File: src/rtl/nes_pll_region_ctrl_if.sv
// Avalon-MM management port between the region sequencer and the PLL reconfig block.
// Handshake: the master holds mgmt_write, mgmt_address and mgmt_writedata steady
// while mgmt_waitrequest is high; a word is accepted on the clock edge where
// mgmt_write = 1 and mgmt_waitrequest = 0.
interface nes_pll_region_ctrl_if;
  logic [5:0]  mgmt_address;
  logic        mgmt_write;
  logic [31:0] mgmt_writedata;
  logic        mgmt_waitrequest;

  modport master (
    output mgmt_address, mgmt_write, mgmt_writedata,
    input  mgmt_waitrequest
  );

  modport slave (
    input  mgmt_address, mgmt_write, mgmt_writedata,
    output mgmt_waitrequest
  );
endinterface

File: src/rtl/nes_pll_region_ctrl.sv
// NTSC/PAL PLL reprogramming sequencer. Writes the per-region reconfig table,
// waits for stable lock and owns the NES core reset.
// Optional feature macro: PLL_LOCK_TIMEOUT_EN (lock timeout with pll_rst pulse + retry).
module nes_pll_region_ctrl #(
  parameter int LOCK_STABLE_CYCLES  = 1024,
  parameter int LOCK_TIMEOUT_CYCLES = 2_000_000
) (
  input  logic                         clk_74a,
  input  logic                         reset_n,
  input  logic                         region_req,
  input  logic                         pll_locked,
  nes_pll_region_ctrl_if.master        mgmt,
  output logic                         pll_rst,
  output logic                         core_reset_n,
  output logic                         region_active,
  output logic                         busy,
  output logic [2:0]                   state_o
);

  typedef enum logic [2:0] {
    HOLD      = 3'd0,
    WAIT_LOCK = 3'd1,
    RUN       = 3'd2,
    WRITE     = 3'd3,
    BUSY      = 3'd4,
    PLL_RESET = 3'd5
  } state_t;

  // One counter width covers both the stable-lock and the timeout count.
  localparam int MAXC = (LOCK_TIMEOUT_CYCLES > LOCK_STABLE_CYCLES) ?
                        LOCK_TIMEOUT_CYCLES : LOCK_STABLE_CYCLES;
  localparam int CW   = $clog2(MAXC + 1);

  state_t        state_q, state_d;
  logic          lock_meta_q, lock_s_q;
  logic [CW-1:0] cnt_q, cnt_d;
  logic [3:0]    idx_q, idx_d;
  logic          target_q, target_d;
  logic          region_active_q, region_active_d;
  logic          start_write;
  logic          mgmt_write_q, mgmt_write_d;
  logic [5:0]    mgmt_address_q, mgmt_address_d;
  logic [31:0]   mgmt_writedata_q, mgmt_writedata_d;
  logic          core_reset_n_q, busy_q;
  logic [37:0]   rom_word;
`ifdef PLL_LOCK_TIMEOUT_EN
  logic [CW-1:0] tot_q, tot_d;
  logic [3:0]    rst_cnt_q, rst_cnt_d;
  logic          pll_rst_q;
`endif

  // Reconfig table: {address, data}. N/M/C words use {odd, bypass, high[7:0], low[7:0]},
  // C words carry the counter select in [22:18], K is the 32-bit fractional M.
  function automatic logic [37:0] rom(input logic pal, input logic [3:0] idx);
    logic [37:0] w;
    w = '0;
    case (idx)
      4'd0: w = {6'd0, 32'h0000_0000};
      4'd1: w = {6'd3, 32'h0001_0000};
      4'd2: w = {6'd4, pal ? 32'h0000_0808 : 32'h0000_0404};
      4'd3: w = {6'd7, pal ? 32'h0CF3_BB36 : 32'h1962_D3B2};
      4'd4: w = {6'd5, pal ? 32'h0000_0707 : 32'h0002_0403};
      4'd5: w = {6'd5, pal ? 32'h0004_1C1C : 32'h0004_0E0E};
      4'd6: w = {6'd5, pal ? 32'h0008_7070 : 32'h0008_3838};
      4'd7: w = {6'd5, pal ? 32'h000C_7070 : 32'h000C_3838};
      4'd8: w = {6'd5, pal ? 32'h0010_0E0E : 32'h0010_0707};
      4'd9: w = {6'd2, 32'h0000_0000};
      default: w = '0;
    endcase
    return w;
  endfunction

  // Next-state, counters and registered-output next values.
  always_comb begin
    state_d         = state_q;
    cnt_d           = cnt_q;
    idx_d           = idx_q;
    target_d        = target_q;
    region_active_d = region_active_q;
    start_write     = 1'b0;
`ifdef PLL_LOCK_TIMEOUT_EN
    tot_d           = tot_q;
    rst_cnt_d       = '0;
`endif
    case (state_q)
      HOLD: begin
        region_active_d = 1'b0;
        state_d         = WAIT_LOCK;
      end
      WAIT_LOCK: begin
        if (cnt_q == CW'(LOCK_STABLE_CYCLES)) begin
          if (region_req == region_active_q) state_d = RUN;
          else                               start_write = 1'b1;
        end else begin
          cnt_d = lock_s_q ? cnt_q + 1'b1 : '0;
`ifdef PLL_LOCK_TIMEOUT_EN
          tot_d = tot_q + 1'b1;
          if (tot_q == CW'(LOCK_TIMEOUT_CYCLES - 1)) state_d = PLL_RESET;
`endif
        end
      end
      RUN: begin
        if (!lock_s_q)                        state_d = WAIT_LOCK;
        else if (region_req != region_active_q) start_write = 1'b1;
      end
      WRITE: begin
        if (!mgmt.mgmt_waitrequest) begin
          if (idx_q == 4'd9) state_d = BUSY;
          else               idx_d   = idx_q + 4'd1;
        end
      end
      BUSY: begin
        if (!mgmt.mgmt_waitrequest) begin
          region_active_d = target_q;
          state_d         = WAIT_LOCK;
        end
      end
`ifdef PLL_LOCK_TIMEOUT_EN
      PLL_RESET: begin
        rst_cnt_d = rst_cnt_q + 4'd1;
        if (rst_cnt_q == 4'd15) begin
          // Retry programming when the region still disagrees, else just re-wait.
          if (region_req != region_active_q) start_write = 1'b1;
          else                               state_d     = WAIT_LOCK;
        end
      end
`endif
      default: state_d = HOLD;
    endcase
    if (start_write) begin
      state_d  = WRITE;
      target_d = region_req;
      idx_d    = 4'd0;
    end
    if (state_d != WAIT_LOCK) cnt_d = '0;
`ifdef PLL_LOCK_TIMEOUT_EN
    if (state_d != WAIT_LOCK) tot_d = '0;
`endif
    rom_word         = rom(target_d, idx_d);
    mgmt_write_d     = (state_d == WRITE);
    mgmt_address_d   = mgmt_write_d ? rom_word[37:32] : 6'd0;
    mgmt_writedata_d = mgmt_write_d ? rom_word[31:0]  : 32'd0;
  end

  // State, lock synchronizer and registered outputs.
  always_ff @(posedge clk_74a) begin
    if (!reset_n) begin
      state_q          <= HOLD;
      lock_meta_q      <= 1'b0;
      lock_s_q         <= 1'b0;
      cnt_q            <= '0;
      idx_q            <= 4'd0;
      target_q         <= 1'b0;
      region_active_q  <= 1'b0;
      mgmt_write_q     <= 1'b0;
      mgmt_address_q   <= 6'd0;
      mgmt_writedata_q <= 32'd0;
      core_reset_n_q   <= 1'b0;
      busy_q           <= 1'b1;
`ifdef PLL_LOCK_TIMEOUT_EN
      tot_q            <= '0;
      rst_cnt_q        <= 4'd0;
      pll_rst_q        <= 1'b0;
`endif
    end else begin
      state_q          <= state_d;
      lock_meta_q      <= pll_locked;
      lock_s_q         <= lock_meta_q;
      cnt_q            <= cnt_d;
      idx_q            <= idx_d;
      target_q         <= target_d;
      region_active_q  <= region_active_d;
      mgmt_write_q     <= mgmt_write_d;
      mgmt_address_q   <= mgmt_address_d;
      mgmt_writedata_q <= mgmt_writedata_d;
      core_reset_n_q   <= (state_d == RUN);
      busy_q           <= (state_d != RUN);
`ifdef PLL_LOCK_TIMEOUT_EN
      tot_q            <= tot_d;
      rst_cnt_q        <= rst_cnt_d;
      pll_rst_q        <= (state_d == PLL_RESET);
`endif
    end
  end

  assign mgmt.mgmt_write     = mgmt_write_q;
  assign mgmt.mgmt_address   = mgmt_address_q;
  assign mgmt.mgmt_writedata = mgmt_writedata_q;
  assign core_reset_n        = core_reset_n_q;
  assign region_active       = region_active_q;
  assign busy                = busy_q;
  assign state_o             = state_q;
`ifdef PLL_LOCK_TIMEOUT_EN
  assign pll_rst             = pll_rst_q;
`else
  assign pll_rst             = 1'b0;
`endif

endmodule
File: src/flat_wrapper.sv
// flat-port wrapper written by rule: the top's interface ports become plain ports
module nes_pll_region_ctrl_flat 
#(
  parameter int LOCK_STABLE_CYCLES  = 1024,
  parameter int LOCK_TIMEOUT_CYCLES = 2_000_000
)
  (clk_74a, reset_n, region_req, pll_locked, pll_rst, core_reset_n, region_active, busy, state_o, mgmt_mgmt_address, mgmt_mgmt_write, mgmt_mgmt_writedata, mgmt_mgmt_waitrequest);
  nes_pll_region_ctrl_if mgmt_i ();
  input  logic clk_74a;
  input  logic reset_n;
  input  logic region_req;
  input  logic pll_locked;
  output logic pll_rst;
  output logic core_reset_n;
  output logic region_active;
  output logic busy;
  output logic [2:0] state_o;
  output wire logic [$bits(mgmt_i.mgmt_address)-1:0] mgmt_mgmt_address;
  output wire logic [$bits(mgmt_i.mgmt_write)-1:0] mgmt_mgmt_write;
  output wire logic [$bits(mgmt_i.mgmt_writedata)-1:0] mgmt_mgmt_writedata;
  input wire logic [$bits(mgmt_i.mgmt_waitrequest)-1:0] mgmt_mgmt_waitrequest;
  assign mgmt_mgmt_address = mgmt_i.mgmt_address;
  assign mgmt_mgmt_write = mgmt_i.mgmt_write;
  assign mgmt_mgmt_writedata = mgmt_i.mgmt_writedata;
  assign mgmt_i.mgmt_waitrequest = mgmt_mgmt_waitrequest;
  nes_pll_region_ctrl #(.LOCK_STABLE_CYCLES(LOCK_STABLE_CYCLES), .LOCK_TIMEOUT_CYCLES(LOCK_TIMEOUT_CYCLES)) u_core (.clk_74a(clk_74a), .reset_n(reset_n), .region_req(region_req), .pll_locked(pll_locked), .mgmt(mgmt_i), .pll_rst(pll_rst), .core_reset_n(core_reset_n), .region_active(region_active), .busy(busy), .state_o(state_o));
endmodule
File: config.mk
export PLATFORM = sky130hd
export DESIGN_NAME = nes_pll_region_ctrl_flat
export DESIGN_NICKNAME = d
export VERILOG_FILES = /design/src/rtl/nes_pll_region_ctrl_if.sv /design/src/rtl/nes_pll_region_ctrl.sv /design/src/flat_wrapper.sv
export SDC_FILE = /design/constraint.sdc
export NUM_CORES = 1
export LEC_CHECK = 0
export ABC_AREA = 1
export BUFFER_PORTS_ARGS = -buffer_cell sky130_fd_sc_hd__buf_4
export CAP_MARGIN = 10
export CORE_MARGIN = 4
export CORE_UTILIZATION = 51
export CTS_CLUSTER_SIZE = 25
export DETAILED_ROUTE_END_ITERATION = 8
export GPL_TIMING_DRIVEN = 0
export PLACE_DENSITY = 0.76
export RECOVER_POWER = 50
export SLEW_MARGIN = 20
export SYNTH_ARGS = -nofsm -noshare
export SYNTH_HDL_FRONTEND = slang
export SYNTH_SLANG_ARGS = --single-unit
File: constraint.sdc
create_clock -name clk_74a -period 1.8 [get_ports clk_74a]
set_input_delay 0.36 -clock clk_74a [delete_from_list [all_inputs] [get_ports clk_74a]]
set_output_delay 0.36 -clock clk_74a [all_outputs]
set_load 0.01 [all_outputs]
==> results of run 1 <==
==> final cells by class <==
cell class / count / share of cell area
sequential: 59 / 0.2621
clock buffer: 9 / 0.02645
timing repair buffer: 80 / 0.1240
clock inverter: 7 / 0.01469
multi-input combinational: 317 / 0.4603
buffer: 24 / 0.04221
inverter: 58 / 0.05023
tap: 75 / 0.02004
==> worst paths after layout <==
path                                         start                        endpoint  slack, ns
worst min-delay path                    pll_locked              u_core.lock_meta_q       0.19
worst max-delay path               u_core.cnt_q[4]  u_core.mgmt.mgmt_writedata[17]      -0.30
worst min register to register  u_core.lock_meta_q                 u_core.lock_s_q       0.41
worst max register to register     u_core.cnt_q[4]  u_core.mgmt.mgmt_writedata[17]      -0.30
==> sequential cells by signal, indices dropped and copies added, names as in the netlist <==
register	count
u_core.core_reset_n	1
u_core.mgmt.mgmt_writedata	21
u_core.mgmt.mgmt_address	3
u_core.region_active	1
u_core.lock_s_q	1
u_core.cnt_q	21
u_core.lock_meta_q	1
u_core.target_q	1
u_core.idx_q	4
u_core.state_o	3
u_core.mgmt.mgmt_write	1
u_core.busy	1
==> synth_stat cells <==
library cell	number	area [µm²]
nor2_1	70	262.8
nand2_1	69	259.0
dfxtp_1	59	1181
inv_1	52	195.2
nand3_1	40	200.2
nor3_1	25	125.1
a21oi_1	24	120.1
buf_4	15	112.6
nand4_1	13	81.33
xor2_1	11	96.34
nor4_1	8	50.05
buf_2	7	35.03
inv_2	6	22.52
nand2_2	6	37.54
clkbuf_1	5	18.77
a21oi_2	4	35.03
ha_1	4	50.05
xnor2_1	4	35.03
nand2_4	3	33.78
nor2_4	3	33.78
o21ai_2	3	26.28
o21ai_4	3	48.80
a31oi_1	2	12.51
nor2_2	2	12.51
nor3_2	2	20.02
nor3b_1	2	15.01
o21ai_0	2	10.01
a211oi_2	1	12.51
buf_6	1	11.26
conb_1	1	3.750
nand3_2	1	10.01
nand3b_1	1	7.510
nand3b_4	1	20.02
nor2_8	1	20.02
nor3_4	1	16.27
o211ai_1	1	7.510
o22ai_1	1	6.260
xor2_2	1	16.27
==> per-stage QoR <==
step / utilization / cells / area, µm²
finish: 0.7727 / 629 / 4683
global route: 0.7727 / 629 / 4683
CTS: 0.7015 / 610 / 4252
detailed placement: 0.6119 / 579 / 3709
global placement: 0.6119 / 579 / 3709
floorplan: - / 462 / 3299
==> power by group through the flow <==
stage / Combinational (mW) / Sequential [mW] / Clock, mW
after floorplan: 0.0994 / 1.35 / 0
after global routing: 0.270 / 1.31 / 1.28
after global placement: 0.142 / 1.35 / 0
after detailed placement: 0.142 / 1.35 / 0
final: 0.260 / 1.31 / 1.20
after CTS: 0.168 / 1.32 / 1.19
==> routing by layer <==
layer | share of wire | vias up | track usage
met5 | 0 | - | 0
met4 | 0.038 | 0 | 0.08368
met3 | 0.099 | 59 | 0.06115
met2 | 0.49 | 251 | 0.3842
met1 | 0.37 | 1631 | 0.2917
li1 | - | 1642 | -
==> logic make-up (layout without fill, tap and decap cells) <==
family                     after synthesis  after routing  synth area share
and+or+nand+nor                        248            248            0.3694
buffers and inverters                   86            178            0.1212
DFF                                     59             59            0.3621
AOI/OAI and AO/OA                       41             41           0.08554
xor gates and xnor gates                16             16           0.04526
adders and majority gates                4              4           0.01534
other                                    1              8          0.001150
==> worst reg2reg max path, delay by kind of cell (launching register included) <==
kind	cells	cell delay [ns]
AOI/OAI and AO/OA	1	0.10
and+or+nand+nor	9	1.20
DFF	1	0.39
buffers and inverters	3	0.35
==> repair_timing <==
action	CTS	global route
resized for setup	72	100
endpoints found under the setup margin	45	47
gates cloned	1	2
endpoints found under the hold margin	0	0
buffers inserted	17	18
pin swaps	24	37
==> metrics.txt, run 1 <==
Req. time, crit path 2.08 ns; critical path's most frequent cell nor2_2; total CTS buffers 9; CTS tree yes; peak supply drop roughly 0.7 mV; Die Span Y about 88 µm; Tmin final 2.104 ns; vias per cell 5.696; Synth-to-Final Area Change 43.57%; Max Cap Viol 0; Crit path buffers/inverters 3; DR DRC count 0; HP Class input pin to flop; switch share 0.2643; CP Capture Type flop; cell row count 28; commonest non-fill, non-tap cell in the layout buf_4; Max Clk Rate 475.2 MHz; first-pass GRT wire length 14140 µm; Routed WL 10530 µm; worst skew pair latency 0.36 ns; setup_tns -10.62 ns; Critical Path Stages 13; Final Skew 0.01223 ns; Comb power frac 0.094; pins over their slew limit 0; Synth Cell Area roughly 0.0033 mm²; clock-pin slew of the registers on the worst-case setup and hold paths 0.07 ns; slew margin rel. 0.6179; Nets 558; post-DP HPWL 5718 µm; area of the multi-input gates 0.002156 mm²; DRT Pass-1 Iters 5; synthesized area per cell 7.169 µm²; fin worst setup slack -0.3043 ns; Setup Viol. Count Final between 40 and 50; period utilisation layout 1.169; die area roughly 0.0077 mm²; GR Util All Layers 0.2325; htree depth 3; Clock power frac 0.433; placer congestion estimate 0.8859; Core Box Area just over 0.006 mm²; Place WS -0.3356 ns; power per cell area 591.9 mW/mm²; Hold Path Depth 3; Filler cells 407; Net Sw Power 0.7325 mW; Initial Utilization 0.5382; port bufs 42; drt wl/cell 16.74 µm; flip-flop and latch area 0.001227 mm²; Crit Path Max Fanout 6; commonest non-fill, non-tap cells in the layout buf_4 (67), nand2_1 (55), nor2_1 (42); global route overflow 0; Post-CTS Hold Fix Bufs 0; # diodes 0; Seq/Total Area, Yosys 0.3621; 1st-iter DRT viols 363; r2r worst-path depth 13; Hold WS between 0.15 and 0.2 ns; vias 3583; Crit-path slowest cell dfxtp_1; Final Hold Viols 0; slowest stage delay, CP 0.39 ns; Seq cells post-synth 59; Worst Tran Pin Value 0.5726 ns; Crit path arrival time 2.39 ns; status finished, violations left; Int Power 2.040 mW; Ports between 50 and 60; Top delay family on crit path simple AND/OR/NAND/NOR gates; sequential power share 0.473; failing checks setup timing; fraction of layout cells with a size suffix above 1 0.4242; Post-Syn Instances 455; Setup crit start kind flop; total power 2.772 mW; RSZ-0062 raised after global routing true; largest net degree at the start of global routing 12; Clock Path Buffers 2; initial antenna violation count 0; chip width 87.98 µm; ANT nets after route 0; critical path type flop to flop; CTS root buffer clkbuf_8; CTS sink count 59; P_leak 2.002 nW; CP cell instances nor2_1, nand2_1, nor2_2, nand2_2, nor2_2, nand3_2, nand2_4, nor2_4, buf_12, nor2_8, inv_4, buf_6, a21oi_2; warning count from the yosys run 0; post-synth cell types 38; vias in the first global route 3077
Note: power is estimated with default switching activity, not from simulation.
==> inputs of run 2 (changes only) <==
--- a/config.mk
+++ b/config.mk
@@ -8,12 +8,14 @@
 export ABC_AREA = 1
 export BUFFER_PORTS_ARGS = -buffer_cell sky130_fd_sc_hd__buf_4
 export CAP_MARGIN = 10
+export CELL_PAD_IN_SITES_DETAIL_PLACEMENT = 1
+export CELL_PAD_IN_SITES_GLOBAL_PLACEMENT = 2
 export CORE_MARGIN = 4
-export CORE_UTILIZATION = 51
+export CORE_UTILIZATION = 29
 export CTS_CLUSTER_SIZE = 25
 export DETAILED_ROUTE_END_ITERATION = 8
 export GPL_TIMING_DRIVEN = 0
-export PLACE_DENSITY = 0.76
+export PLACE_DENSITY_LB_ADDON = 0.1
 export RECOVER_POWER = 50
 export SLEW_MARGIN = 20
 export SYNTH_ARGS = -nofsm -noshare
==> run 2 against run 1 <==
Effect of this change: the run still ends with setup timing left; clock power is 48% higher; count of clock-buffer cells in the layout is 1 higher; via count is 2.1% lower; first-iteration DRC count is 67% lower; worst setup slack better by 0.18 ns; global-route usage is 5.5 points lower.
==> metrics.txt, run 2 (same netlist as run 1, synthesis figures left out) <==
CTS root buffer clkbuf_16; Setup crit start kind flop; FF-to-FF End u_core.mgmt.mgmt_writedata[14]; clock-pin slew of the registers on the worst-case setup and hold paths 0.06 ns; power per cell area 609.2 mW/mm²; Req. time, crit path 2.08 ns; chip width 114.1 µm; Crit Path Max Fanout 6; Tmin final roughly 1.9 ns; 1st-iter DRT viols roughly 120; fin worst setup slack -0.1278 ns; Max Cap Viol 0; ANT nets after route 0; total power 3.406 mW; reg2reg setup slack -0.13 ns; r2r worst-path depth 12; CTS sink count 59; failing checks setup timing; setup_tns -2.682 ns; die area between 0.01 and 0.015 mm²; worst hold start pll_locked; peak supply drop 0.5390 mV; vias per cell slightly below 5; Synth-to-Final Area Change 71.42%; commonest non-fill, non-tap cell in the layout buf_4; total CTS buffers 9; fin area about 0.0056 mm²; status finished, violations left; cell row count 38; Setup Viol. Count Final 46; Hold Path Depth 3; DR DRC count 0; Core Box Area 0.01094 mm²; HP Class input pin to flop; CP Capture Type flop; fraction of layout cells with a size suffix above 1 0.5724; fin util 0.5113; slew margin rel. 0.6019; vias in the first global route between 3000 and 4000; largest net degree at the start of global routing 12; Hold WS 0.2013 ns; Worst Tran Pin Value 0.5971 ns; Final Skew 0.007911 ns; post-DP HPWL approximately 7600 µm; Initial Utilization 0.2983; global route overflow 0; critical path type flop to flop; first-pass GRT wire length approximately 18000 µm; P_leak 2.428 nW; Max Clk Rate slightly above 500 MHz; period utilisation layout 1.071; Worst Setup SP u_core.state_o[2]; GR Util All Layers 0.1774; Hold EP u_core.lock_meta_q; pins over their slew limit 0; worst skew pair latency 0.35 ns; CTS tree yes; DRT Pass-1 Iters 4; Ports 51; commonest non-fill, non-tap cells in the layout buf_4 (94), nand2_1 (40), nor2_1 (37); Clock Path Buffers 2; initial antenna violation count 0; htree depth 3; RSZ-0062 raised after global routing true; Final Hold Viols 0; Post-DP Area 0.003790 mm²; drt wl/cell 16.97 µm; vias 3509; Nets 584; Worst R2R Start u_core.state_o[2]; # diodes 0; port bufs 42; Crit path arrival time about 2.2 ns; Routed WL 12220 µm; placer congestion estimate 0.8644; Die Span Y 114.1 µm
## run 2: through the flow
| stage | cells | setup slack (ns) |
|---|---|---|
| 5_1_grt | 720 | -0.2316 |
| 3_5_place_dp | 644 | -0.5211 |
| 3_3_place_gp | 644 | -0.5539 |
| 6_report | 720 | -0.1278 |
| 4_1_cts | 688 | -0.1156 |
| 2_1_floorplan | 462 | 0.001338 |
## run 2: how the worst max path moves through the flow
stage / to / slack (ns) / depth (start not counted)
6_report: u_core.mgmt.mgmt_writedata[14] / -0.13 / 12
3_3_place_gp: u_core.mgmt.mgmt_writedata[26] / -0.55 / 15
4_1_cts: u_core.mgmt.mgmt_writedata[14] / -0.12 / 15
5_1_grt: u_core.mgmt.mgmt_writedata[26] / -0.23 / 13
3_5_place_dp: u_core.cnt_q[20] / -0.52 / 10
2_1_floorplan: u_core.mgmt.mgmt_writedata[14] / 0.001 / 15
## run 2: report_power, final
group          internal (mW)  switching (mW)  leakage, nW
sequential              1.31          0.0118        0.489
combinational          0.133           0.172         1.79
clock                   1.11           0.675        0.145
## run 2: cell type report
cell class                      instances  area [µm²]
Clock buffer                           10       239.0
Buffer                                 23       211.5
Tap cell                              140       175.2
Timing Repair Buffer                  106       963.4
Fill cell                            1258        5344
Inverter                               58       255.2
Multi-Input combinational cell        318        2459
Sequential cell                        59        1225
Clock inverter                          6       63.81
## run 2: timing repair
action,4_1_cts,5_1_grt
pin swaps,42,41
hold endpoints to repair,0,0
setup endpoints to repair,48,49
hold buffers,0,0
resized for setup,147,123
cloned,2,3
setup buffers,31,29
## run 2: worst max-delay path: stages (launching register included)
cell,delay (ns)
dfxtp_4,0.37
nand3b_4,0.18
nor2_4,0.20
nand2_8,0.10
o21ai_4,0.24
nand3_4,0.15
nor2_4,0.19
nand2_4,0.13
inv_6,0.11
nand2_4,0.06
inv_2,0.05
nand2_2,0.04
o21ai_2,0.04
## run 2: layer usage
layer / wire length, µm / vias to the layer above / track usage
met3: 457 / 23 / 0.03753
met4: 267 / 0 / 0.06651
met5: 0 / - / 0
li1: - / 1704 / -
met2: 5836 / 85 / 0.2799
met1: 5659 / 1697 / 0.2387
==> inputs of run 3 (changes only) <==
--- a/config.mk
+++ b/config.mk
@@ -12,12 +12,13 @@
 export CELL_PAD_IN_SITES_GLOBAL_PLACEMENT = 2
 export CORE_MARGIN = 4
 export CORE_UTILIZATION = 29
+export CTS_CLUSTER_DIAMETER = 30
 export CTS_CLUSTER_SIZE = 25
 export DETAILED_ROUTE_END_ITERATION = 8
 export GPL_TIMING_DRIVEN = 0
 export PLACE_DENSITY_LB_ADDON = 0.1
 export RECOVER_POWER = 50
-export SLEW_MARGIN = 20
+export REMOVE_ABC_BUFFERS = 1
 export SYNTH_ARGS = -nofsm -noshare
 export SYNTH_HDL_FRONTEND = slang
 export SYNTH_SLANG_ARGS = --single-unit
==> run 3 against run 2 <==
Effect of this change: the flow still finishes with violations (setup timing); combinational power decreased by 21%; critical path type unchanged; critical endpoint is now u_core.mgmt.mgmt_writedata[10]; power increased by 1.1%; die area stayed put; final cell count down 2.9%; routed wire length is 5.0% lower; flip-flop and latch count unchanged; highest routed layer unchanged.
==> metrics.txt, run 3 (same netlist as run 1, synthesis figures left out) <==
HP Class input pin to flop; Final Hold Viols 0; chip width 114.1 µm; peak supply drop 0.4514 mV; cell row count 38; worst skew pair latency 0.34 ns; Setup Viol. Count Final 48; total power 3.444 mW; global route overflow 0; Post-DP Area between 0.003 and 0.004 mm²; r2r worst-path depth 11; Nets ~560; CTS root buffer clkbuf_16; Comb power frac 0.070; fraction of layout cells with a size suffix above 1 0.4508; Net Sw Power 0.8314 mW; Max Clk Rate just over 500 MHz; Filler cells 1319; commonest non-fill, non-tap cell in the layout buf_4; period utilisation layout 1.102; die area 0.01301 mm²; CTS sink count 59; Int Power roughly 2.6 mW; fin worst setup slack -0.1827 ns; slew margin rel. 0.6156; 1st-iter DRT viols 122; clock-pin slew of the registers on the worst-case setup and hold paths 0.05 ns; power per cell area ~670 mW/mm²; reg2reg setup slack -0.18 ns; DR DRC count 0; Hold WS 0.1985 ns; sequential power share 0.382; P_leak ~2.2 nW; Die Span Y 114.1 µm; Hold EP u_core.lock_meta_q; Worst R2R Start u_core.cnt_q[0]; Crit Path Max Fanout 6; switch share 0.2414; Clock power frac 0.548; port bufs 42; largest net degree at the start of global routing 19; Hold Path Depth 3; vias in the first global route 3440; Max Cap Viol 0; Place WS -1.074 ns; initial antenna violation count 0; Clock Path Buffers 2; critical path type flop to flop; drt wl/cell 16.62 µm; setup_tns -4.176 ns; fin area just over 0.005 mm²; failing checks setup timing; Setup crit start kind flop; Req. time, crit path just over 2 ns; status finished, violations left; CP Capture Type flop; Synth-to-Final Area Change 57.84%; Worst Tran Pin Value roughly 0.57 ns; flip-flop and latch area about 0.0012 mm²; Final Skew between 0.01 and 0.015 ns; post-DP HPWL 6991 µm; area of the multi-input gates 0.002349 mm²; vias 3385; Ports 51; RSZ-0062 raised after global routing true; dpl cells 616; htree depth 3; Finished Layout Cells 699; placer congestion estimate 0.8024; FF-to-FF End u_core.mgmt.mgmt_writedata[10]; Routed WL 11620 µm; DRT Pass-1 Iters 4; CTS tree yes; ANT nets after route 0; commonest non-fill, non-tap cells in the layout buf_4 (66), nor2_1 (50), nand2_1 (49); first-pass GRT wire length 18250 µm; fin util 0.4708; Tmin final 1.983 ns; pins over their slew limit 0; worst hold start pll_locked; GR Util All Layers 0.1819; total CTS buffers 9; Core Box Area 0.01094 mm²; Crit path arrival time between 2 and 2.5 ns; vias per cell about 4.8; # diodes 0; Initial Utilization 0.2983
[run 3: cell types whose count changed in the layout (fill, tap and decap cells not counted), moves of 7 or more]
cell,delta
nand2_2,-7
nor2_2,-9
clkbuf_1,+19
nor2_1,+13
nor3_1,+8
buf_4,-28
nand2_1,+9
[run 3: layout make-up]
| cell class | count | area share |
|---|---|---|
| inverter | 58 | 0.04933 |
| timing repair buffer | 105 | 0.1582 |
| clock buffer | 10 | 0.04447 |
| sequential | 59 | 0.2384 |
| clock inverter | 6 | 0.01725 |
| timing repair inverter | 1 | 0.002187 |
| tap | 140 | 0.03402 |
| multi-input combinational | 320 | 0.4561 |
[run 3: metal layers]
layer,vias up,track usage,routed length (µm)
met5,-,0,0
met4,0,0.06097,171
met3,15,0.04704,607
met2,76,0.2814,5478
met1,1632,0.2467,5358
li1,1662,-,-
[run 3: worst max-delay path by stage]
| stage | startpoint | end | slack, ns | cells after the start |
|---|---|---|---|---|
| finish | u_core.cnt_q[0] | u_core.mgmt.mgmt_writedata[10] | -0.18 | 11 |
| global route | u_core.cnt_q[0] | u_core.mgmt.mgmt_writedata[14] | -0.27 | 11 |
| CTS | u_core.idx_q[1] | u_core.mgmt.mgmt_address[0] | -0.11 | 14 |
| detailed placement | u_core.cnt_q[0] | u_core.cnt_q[4] | -1.07 | 11 |
| global placement | u_core.cnt_q[10] | u_core.cnt_q[0] | -1.12 | 8 |
| floorplan | u_core.cnt_q[0] | u_core.cnt_q[9] | -0.45 | 10 |
[run 3: power groups by stage]
stage               clock (mW)  combinational (mW)  sequential (mW)
global route              2.01               0.259             1.32
global placement             0               0.121             1.35
floorplan                    0              0.0785             1.35
detailed placement           0               0.124             1.35
finish                    1.89               0.240             1.32
CTS                       1.94               0.203             1.32
[run 3: worst max-delay path, cell delays in order (launching register included)]
cell and delay, ns:
dfxtp_4 0.35, inv_4 0.07, ha_4 0.14, nand2_2 0.05, nor2_2 0.13, nand4_1 0.16
o211ai_1 0.36, nor2_4 0.12, nor2_8 0.18, buf_6 0.16, inv_12 0.05, a31oi_4 0.13
[run 3: repair_timing]
item                       CTS  global route
cloned                       4             0
hold buffers                 0             0
setup endpoints to repair   51            50
resized for setup          163            40
pin swaps                   53            27
buffers inserted            44            21
